[config.mk]
export PLATFORM = sky130hd
export DESIGN_NAME = sha3_256_ctrl
export DESIGN_NICKNAME = d
export VERILOG_FILES = /design/src/rtl/sha3_256_ctrl.sv
export SDC_FILE = /design/constraint.sdc
export NUM_CORES = 1
export LEC_CHECK = 0
export BUFFER_PORTS_ARGS = -buffer_cell sky130_fd_sc_hd__buf_2
export CORE_MARGIN = 4
export CORE_UTILIZATION = 54
export DETAILED_ROUTE_END_ITERATION = 6
export GPL_TIMING_DRIVEN = 0
export PLACE_DENSITY = 0.81
export SLEW_MARGIN = 20
export SYNTH_ARGS = -nofsm -noshare
export SYNTH_HDL_FRONTEND = slang
export SYNTH_SLANG_ARGS = --single-unit
[constraint.sdc]
create_clock -name clk -period 2.25 [get_ports clk]
set_input_delay 0.225 -clock clk [delete_from_list [all_inputs] [get_ports clk]]
set_output_delay 0.225 -clock clk [all_outputs]
set_load 0.01 [all_outputs]
[src/rtl/sha3_256_ctrl.sv]
// sha3_256_ctrl: sequencing controller for the SHA3-256 sponge datapath.
// It clears the sponge at message start, accepts 1088-bit rate blocks over
// valid/ready, strobes absorb and round-advance, tracks the round index and
// offers the digest over a valid/ready handshake once the final block's
// permutation is complete. No data passes through this block; every output
// is decoded from registered state only (Moore).
//
// Optional build macro SHA3_CTRL_PERF_EN adds perm_cnt, a saturating count
// of permutations completed since the last CLEAR.
module sha3_256_ctrl #(
    parameter int ROUNDS = 24,   // Keccak-p rounds per permutation (1..31)
    parameter int PIPE   = 2,    // clock cycles per round (1..4)
    parameter int CNT_W  = 16    // perm_cnt width (optional feature only)
) (
    input  logic             clk,
    input  logic             rst_n,
    input  logic             start,
    input  logic             abort,
    input  logic             blk_valid,
    input  logic             blk_last,
    output logic             blk_ready,
    output logic             st_clear,
    output logic             st_absorb,
    output logic             rc_init,
    output logic             rnd_en,
    output logic [4:0]       rnd_idx,
    output logic             dig_valid,
    input  logic             dig_ready,
    output logic             busy
`ifdef SHA3_CTRL_PERF_EN
    ,
    output logic [CNT_W-1:0] perm_cnt
`endif
);

    localparam int               SUB_W    = (PIPE > 1) ? $clog2(PIPE) : 1;
    localparam logic [SUB_W-1:0] SUB_LAST = SUB_W'(PIPE - 1);
    localparam logic [4:0]       RND_LAST = 5'(ROUNDS - 1);

    typedef enum logic [2:0] {
        IDLE,
        CLEAR,
        WAIT_BLK,
        ABSORB,
        ROUND,
        DONE
    } state_t;

    state_t           state, state_nxt;
    logic [SUB_W-1:0] sub, sub_nxt;     // cycle within the current round
    logic [4:0]       rnd, rnd_nxt;     // round index, 0 outside ROUND
    logic             last, last_nxt;   // current block is the final one
    logic             rnd_fire;         // last sub-cycle of a round
    logic             perm_done;        // final round of a permutation

    assign rnd_fire  = (state == ROUND) && (sub == SUB_LAST);
    assign perm_done = rnd_fire && (rnd == RND_LAST);

    // State and counter registers; async reset forces IDLE so every
    // decoded strobe drops immediately.
    always_ff @(posedge clk or negedge rst_n) begin
        if (!rst_n) begin
            state <= IDLE;
            sub   <= '0;
            rnd   <= '0;
            last  <= 1'b0;
        end else begin
            // NOTE: non-blocking assignments so every register samples
            // the pre-edge values, independent of statement order.
            state <= state_nxt;
            sub   <= sub_nxt;
            rnd   <= rnd_nxt;
            last  <= last_nxt;
        end
    end

    // Next-state, counter update and Moore output decode.
    always_comb begin
        // NOTE: every variable driven here gets a default first, so no
        // path through the case can leave one unassigned (no latches).
        state_nxt = state;
        sub_nxt   = sub;
        rnd_nxt   = rnd;
        last_nxt  = last;

        blk_ready = (state == WAIT_BLK);
        st_clear  = (state == CLEAR);
        st_absorb = (state == ABSORB);
        rc_init   = (state == ABSORB);
        rnd_en    = rnd_fire;
        rnd_idx   = (state == ROUND) ? rnd : 5'd0;
        dig_valid = (state == DONE);
        busy      = (state != IDLE);

        unique case (state)
            IDLE: begin
                last_nxt = 1'b0;
                if (start) state_nxt = CLEAR;
            end
            CLEAR: state_nxt = WAIT_BLK;
            WAIT_BLK: begin
                if (blk_valid) begin
                    last_nxt  = blk_last;
                    state_nxt = ABSORB;
                end
            end
            ABSORB: begin
                sub_nxt   = '0;
                rnd_nxt   = '0;
                state_nxt = ROUND;
            end
            ROUND: begin
                if (rnd_fire) begin
                    sub_nxt = '0;
                    if (perm_done) begin
                        rnd_nxt   = '0;
                        state_nxt = last ? DONE : WAIT_BLK;
                    end else begin
                        rnd_nxt = rnd + 5'd1;
                    end
                end else begin
                    sub_nxt = sub + SUB_W'(1);
                end
            end
            DONE: begin
                if (dig_ready) begin
                    last_nxt  = 1'b0;
                    state_nxt = IDLE;
                end
            end
            default: state_nxt = IDLE;
        endcase

        // Abort overrides every transition above, including start, block
        // accept and digest handshake in the same cycle.
        if (abort) begin
            state_nxt = IDLE;
            sub_nxt   = '0;
            rnd_nxt   = '0;
            last_nxt  = 1'b0;
        end
    end

`ifdef SHA3_CTRL_PERF_EN
    // Saturating permutation counter; zeroed at CLEAR and on abort so an
    // aborted message leaves every output at 0, otherwise held until the
    // next message starts.
    always_ff @(posedge clk or negedge rst_n) begin
        if (!rst_n) begin
            perm_cnt <= '0;
        end else if (abort || state == CLEAR) begin
            perm_cnt <= '0;
        end else if (perm_done && (perm_cnt != {CNT_W{1'b1}})) begin
            perm_cnt <= perm_cnt + CNT_W'(1);
        end
    end
`endif

endmodule

==> reports/metrics.csv, run 1 <==
stage,metric,value,unit
logic_synthesis,Most used DFF post-synth,dfrtp_1,
power_and_ir_drop,Worst IR Drop VDD,0.564,mV
clock_network,Root Driver,clkbuf_4,
logic_synthesis,Post-Syn Area per Cell,8.66,µm²
worst_setup_path,CP cell instances,nor3b_4 > and2_2 > buf_2,
clock_network,H-Tree Depth,1,
finish,fin util,69.3,%
power_and_ir_drop,leak pwr,0.432,nW
sta,count of final hold-check violations,0,
die,die area,2020,µm²
finish,design area,891,µm²
finish,fin nets,117,
finish,Seq. cell area,250,µm²
sta,Final setup viols,0,
sta,Worst Hold Slack,226,ps
place,GPL Wtd Cong,0.853,
die,initial core utilization,57.3,%
sta,final worst slack,485,ps
sta,Setup TNS,0,ps
routing,drt total wl,1680,µm
sta,Tcrit/Tclk final,78.5,%
logic_synthesis,Synth area leaders,"dfrtp_1 34%, a21oi_1 4.8%, a2111oi_4 3.7%",
clock_network,"Clk Latency, worst-skew pair",270,ps
global_routing,GR Overflow Total,0,
global_routing,largest net degree at the start of global routing,11,
finish,Multi-input gate area,447,µm²
routing,DR top layer,met4,
logic_synthesis,Synthesis Warnings,0,
place,# port buffers,18,
die,die width,44.9,µm
global_routing,vias in the first global route,629,
finish,fraction of layout cells with a size suffix above 1,27.8,%
sta,RSZ-0062 raised after global routing,false,
power_and_ir_drop,Pwr Density,813,nW/µm²
place,estimated wirelength of the detail-placed design,1250,µm
logic_synthesis,top-area cell type share of the netlist area,34.0,%
clock_network,deepest clock path buffer count,2,
clock_network,clock sink count,10,
routing,Via Count,693,
clock_network,CTS Buf Count,3,
sta,Slew headroom,68.1,%
worst_setup_path,slowest CP cell,dfrtp_1,
logic_synthesis,"count leader, synth",dfrtp_1,
finish,Filler cells,113,
status,status,"complete, no violations",
logic_synthesis,Syn Inst Count,85,
clock_network,TritonCTS clock tree,yes,
sta,post-layout min period,1770,ps
routing,met2 WL post-DR,795,µm
routing,WL met3,112,µm
global_routing,initial antenna violation count,0,
logic_synthesis,leading area contributor after synthesis,dfrtp_1,
clock_network,post_cts resized,0,
logic_synthesis,post-synthesis simple-gate area fraction,34.4,%
finish,ant diodes,0,
logic_synthesis,Post-Synth XOR/XNOR Area,2.38,%
worst_setup_path,worst path required time,2030,ps
routing,Routed Antenna Nets,0,
logic_synthesis,asr flop ratio synth,100,%
min_path,class of the worst hold path,in2reg,
logic_synthesis,Synth cell types,40,
routing,drt pass-1 iters,4,
die,# rows,13,
logic_synthesis,commonest cells in the netlist,"10 x dfrtp_1, 7 x a21oi_1, 7 x nor2_1",
worst_setup_path,crit end category,primary output,
worst_setup_path,Max stage delay on crit path,470,ps
global_routing,global-route wire length before repair,2860,µm
place,Place WS,593,ps
finish,area delta synth->final,21.1,%
sta,Final Skew,6.07,ps
routing,wire per inst,13.6,µm
clock_network,clk slew on worst S/H paths,60,ps
logic_synthesis,main combinational cell family by area after synthesis,simple AND/OR/NAND/NOR gates,
logic_synthesis,synthesized area,736,µm²
routing,Remaining DRCs,0,
die,I/O pin count,19,
job,max-capacitance violation count,0,
worst_setup_path,critical path class,reg2out,
sta,worst-margin pin slew,474,ps
die,Placeable Area,1280,µm²
logic_synthesis,multiplexer share of the synthesized area,1.36,%
routing,vias per cell,5.63,
place,cell area after placement,845,µm²
global_routing,Overall Global Routing Usage,20.4,%
logic_synthesis,Syn Nets,93,
logic_synthesis,post-synthesis sequential area ratio,34.0,%
sta,max-slew violations,0,
logic_synthesis,post-synthesis compound-gate area fraction,20.9,%
sta,max frequency,566,MHz
logic_synthesis,Post-synth EDFFs,0,
logic_synthesis,Post-Synth Adder-Cell Area,1.70,%
worst_setup_path,crit path DAT,1540,ps
worst_setup_path,crit path max fanout,10,
die,Die H,44.9,µm
worst_setup_path,crit start category,flop,
routing,DR iter-0 viols,27,
routing,WL met1,721,µm
logic_synthesis,Synth Register Bits,10,
==> critical path, delay by kind of cell (launching register included) <==
kind,cells,cell delay [ps]
simple gates,2,690
flops,1,470
buf+inv,1,120
==> cell usage in the layout, fill, tap and decap left out, types with 2 or more instances in the layout <==
| cell | n |
|---|---|
| nand3_1 | 3 |
| and2_1 | 4 |
| nand2_1 | 6 |
| clkbuf_4 | 3 |
| dfrtp_1 | 10 |
| a21oi_1 | 7 |
| nor4_1 | 2 |
| nand2b_1 | 2 |
| nor2b_1 | 3 |
| inv_1 | 3 |
| o211ai_1 | 2 |
| clkbuf_1 | 4 |
| nor2_1 | 7 |
| buf_2 | 19 |
| or3_1 | 2 |
| nor3_1 | 4 |
==> routing by layer <==
layer | vias up | global-route usage (%)
li1 | 351 | -
met1 | 315 | 26.8
met2 | 21 | 29.2
met3 | 6 | 7.17
met4 | 0 | 11.1
met5 | - | 0
==> where the power goes <==
group          leakage, nW  total, W  internal, W  switching (W)
registers            0.138  0.000249     0.000202      0.0000464
logic                0.273  0.000316     0.000142       0.000174
clock network       0.0210  0.000160    0.0000983      0.0000613
total                0.432  0.000724     0.000443       0.000281
==> layout make-up <==
| class | instances | area share, % |
|---|---|---|
| plain buffers | 6 | 3.09 |
| clock buffers | 4 | 4.07 |
| inverters | 3 | 1.26 |
| multi-input cells | 66 | 50.1 |
| flip-flops and latches | 10 | 28.1 |
| well taps | 15 | 2.11 |
| repair buffers | 19 | 11.2 |
==> cell families after synthesis <==
logic type               count (synthesis)
AO/OA/AOI/OAI                           20
XOR/XNOR                                 2
adder cells (fa/ha/maj)                  1
buffers and inverters                    9
flip-flops                              10
multiplexers                             1
AND/OR/NAND/NOR                         42
==> sequential cells by signal, indices dropped and copies added (netlist names) <==
register  count
last          1
rnd           5
state         3
sub           1
==> path summary, 6_finish.rpt <==
path                                       from              endpoint  slack (ps)  depth (start not counted)
setup / recovery           state[1]$_DFFE_PN0P_            rnd_idx[2]         480                          3
hold / removal                         blk_last      last$_DFFE_PN0P_         230                          3
setup reg to reg             rnd[0]$_DFFE_PN0P_  state[1]$_DFFE_PN0P_         570                          5
hold reg to reg              rnd[1]$_DFFE_PN0P_    rnd[1]$_DFFE_PN0P_         570                          2
max in group asynchronous                 rst_n    rnd[3]$_DFFE_PN0P_        1720                          2
min in group asynchronous                 rst_n       sub$_DFFE_PN0P_         340                          2
==> through the flow <==
| stage | power, W | cells |
|---|---|---|
| after floorplan | 0.000470 | 85 |
| after global placement | 0.000559 | 118 |
| after detailed placement | 0.000565 | 118 |
| after CTS | 0.000730 | 123 |
| after global routing | 0.000780 | 123 |
| final | 0.000724 | 123 |
==> repair_timing <==
action | 4_1_cts | 5_1_grt
hold buffers | 1 | 0
hold endpoints to repair | 10 | 0
buffers inserted | 0 | 0
Note: power is estimated with default switching activity, not from simulation.
==> inputs of run 2 (changes only) <==
--- a/config.mk
+++ b/config.mk
@@ -7,10 +7,10 @@
 export LEC_CHECK = 0
 export BUFFER_PORTS_ARGS = -buffer_cell sky130_fd_sc_hd__buf_2
 export CORE_MARGIN = 4
-export CORE_UTILIZATION = 54
+export CORE_UTILIZATION = 45
 export DETAILED_ROUTE_END_ITERATION = 6
 export GPL_TIMING_DRIVEN = 0
-export PLACE_DENSITY = 0.81
+export PLACE_DENSITY = 0.72
 export SLEW_MARGIN = 20
 export SYNTH_ARGS = -nofsm -noshare
 export SYNTH_HDL_FRONTEND = slang
==> constraint.sdc (replaced) <==
create_clock -name clk -period 1.6 [get_ports clk]
set_input_delay 0.16 -clock clk [delete_from_list [all_inputs] [get_ports clk]]
set_output_delay 0.16 -clock clk [all_outputs]
set_load 0.01 [all_outputs]
==> run 2 against run 1 <==
  * Non-clock buffer count rose by 6
  * Register-to-register slack got worse by 520 ps
  * Sequential share of layout area fell by 2.1 points
  * Die area rose by 16%
  * Critical path depth rose by 2
  * Design area rose by 9.0%
  * Cell count rose by 5.7%
  * Largest power group unchanged
==> reports/metrics.csv, run 2 (same netlist as run 1, synthesis figures left out) <==
stage,metric,value,unit,change
status,status,"complete, no violations",,
power_and_ir_drop,sw frac,36.7,%,-2.1 points
routing,drt total wl,1720,µm,+2.8%
power_and_ir_drop,power share of the clock group,20.3,%,-1.7 points
finish,"most common cell after layout, fill and taps aside",buf_2,,
routing,DR iter-0 viols,13,,-52%
sta,max frequency,644,MHz,
clock_network,deepest clock path buffer count,2,,unchanged
place,GPL Wtd Cong,0.777,,-9.0%
job,max-capacitance violation count,0,,unchanged
global_routing,largest net degree at the start of global routing,11,,unchanged
clock_network,H-Tree Depth,1,,unchanged
finish,"commonest non-fill, non-tap cells in the layout","18 x buf_2, 8 x buf_4, 8 x dfrtp_1",,
global_routing,initial antenna violation count,0,,unchanged
sta,worst-margin pin slew,499,ps,+24.6 ps
place,estimated wirelength of the detail-placed design,1200,µm,-3.6%
routing,Routed Antenna Nets,0,,unchanged
finish,most flop-heavy register,rnd,,
routing,wire per inst,13.3,µm,-2.7%
place,cell area after placement,846,µm²,+0.15%
routing,Remaining DRCs,0,,unchanged
routing,drt pass-1 iters,4,,unchanged
die,die area,2350,µm²,+16%
global_routing,global-route wire length before repair,2670,µm,-6.5%
finish,Largest regs,"rnd (5), state (3)",,
sta,RSZ-0062 raised after global routing,true,,
power_and_ir_drop,Switch Pwr,0.000403,W,+43%
sta,max-slew violations,0,,unchanged
worst_setup_path,crit path DAT,1750,ps,+210 ps
finish,Filler cells,131,,+16%
die,initial core utilization,48.3,%,-9.0 points
worst_setup_path,worst path required time,1790,ps,-240 ps
sta,Slew headroom,66.4,%,-1.7 points
finish,fin nets,123,,+5.1%
min_path,WHS Endpoint,last$_DFFE_PN0P_,,
worst_setup_path,cells on worst reg2reg path,5,,unchanged
die,# rows,14,,+1
worst_setup_path,crit start category,flop,,
finish,area delta synth->final,32.0,%,
global_routing,Overall Global Routing Usage,13.9,%,-6.5 points
worst_setup_path,crit path max fanout,5,,-5
sta,Final Skew,5.76,ps,-0.301 ps
worst_setup_path,critical path class,reg2reg,,
finish,max FFs per register,5,,unchanged
power_and_ir_drop,sequential power share,32.8,%,-1.5 points
power_and_ir_drop,Pwr Density,1130,nW/µm²,+39%
clock_network,clock sink count,10,,unchanged
worst_setup_path,r2r setup slk,50,ps,-520 ps
power_and_ir_drop,combinational share of power,46.8,%,+3.2 points
min_path,Hold Path Stages,3,,unchanged
sta,Final setup viols,0,,unchanged
clock_network,TritonCTS clock tree,yes,,
min_path,class of the worst hold path,in2reg,,
global_routing,GR Overflow Total,0,,unchanged
place,# port buffers,18,,unchanged
finish,ant diodes,0,,unchanged
sta,Setup TNS,0,ps,unchanged
routing,Via Count,742,,+7.1%
worst_setup_path,worst r2r src,rnd[0]$_DFFE_PN0P_,,
power_and_ir_drop,Worst IR Drop VDD,0.644,mV,+14%
min_path,min-delay src,blk_last,,
die,Die H,48.4,µm,+7.8%
worst_setup_path,crit end category,flop,,
clock_network,"Clk Latency, worst-skew pair",260,ps,about the same
die,die width,48.4,µm,+7.8%
clock_network,clk slew on worst S/H paths,60,ps,about the same
finish,design area,971,µm²,+9.0%
worst_setup_path,r2r endpoint,state[1]$_DFFE_PN0P_,,
sta,Tcrit/Tclk final,97.0,%,
global_routing,vias in the first global route,609,,-3.2%
power_and_ir_drop,Internal Power,0.000694,W,+57%
die,Placeable Area,1520,µm²,+19%
sta,count of final hold-check violations,0,,unchanged
sta,post-layout min period,1550,ps,
finish,fraction of layout cells with a size suffix above 1,36.8,%,+9.1 points
clock_network,CTS Buf Count,3,,unchanged
clock_network,Root Driver,clkbuf_4,,
power_and_ir_drop,leak pwr,0.473,nW,+9.4%
power_and_ir_drop,Power Total,0.00110,W,+51%
die,I/O pin count,19,,unchanged
routing,vias per cell,5.71,,+1.3%
-- run 2: changes by cell type in the layout (fill, tap and decap cells not counted), sizes merged --
cell	delta
buf	+8
clkbuf	-2
-- run 2: worst max-delay path: stages (launching register included) --
cell	delay, ps
dfrtp_1	390
ha_4	170
and4b_4	250
nand2_2	80
a2111oi_4	380
a41o_1	210
-- run 2: stage by stage --
stage / setup slack, ps / instances / util [%] / hold slack (ps)
2_1_floorplan: 86.9 / 85 / - / -136
3_3_place_gp: -24.1 / 119 / 55.5 / 27.4
3_5_place_dp: -44.5 / 119 / 55.5 / 29.9
6_report: 47.9 / 130 / 63.7 / 165
4_1_cts: 7.50 / 127 / 60.5 / 159
5_1_grt: -32.5 / 130 / 63.7 / 174
-- run 2: per-layer routing --
metal | part of all wire (%) | track usage, %
met1 | 44 | 19.1
met2 | 49 | 20.2
met3 | 6.5 | 4.91
met4 | 0.81 | 4.15
met5 | 0 | 0
-- run 2: cell type report --
| class | instances | area, µm² | share of cell area, % |
|---|---|---|---|
| plain buffers | 5 | 38.8 | 3.99 |
| clock buffers | 4 | 36.3 | 3.74 |
| inverters | 3 | 11.3 | 1.16 |
| multi-input cells | 66 | 459 | 47.3 |
| flip-flops and latches | 10 | 253 | 26.0 |
| well taps | 16 | 20.0 | 2.06 |
| repair buffers | 26 | 153 | 15.7 |
-- run 2: what timing repair did --
item,CTS,global route
pin swaps,1,2
hold endpoints to repair,10,0
setup endpoints to repair,8,13
setup buffers,3,4
gates resized for setup,4,9
hold buffers,1,0
-- run 2: power groups by stage --
stage               registers, W  logic (W)  clock network (W)
finish                  0.000360   0.000514           0.000223
global placement        0.000352   0.000431                  0
CTS                     0.000350   0.000452           0.000230
floorplan               0.000337   0.000324                  0
global route            0.000369   0.000564           0.000240
detailed placement      0.000353   0.000434                  0
-- run 2: how the worst max path moves through the flow --
stage | from | end | slack [ps] | depth (start not counted)
after global routing | state[1]$_DFFE_PN0P_ | rnd[2]$_DFFE_PN0P_ | -30 | 5
after CTS | state[1]$_DFFE_PN0P_ | busy | 8 | 3
after detailed placement | rnd[0]$_DFFE_PN0P_ | state[1]$_DFFE_PN0P_ | -40 | 5
final | rnd[0]$_DFFE_PN0P_ | state[1]$_DFFE_PN0P_ | 50 | 5
after floorplan | rnd[0]$_DFFE_PN0P_ | state[1]$_DFFE_PN0P_ | 90 | 5
after global placement | rnd[0]$_DFFE_PN0P_ | state[1]$_DFFE_PN0P_ | -20 | 5
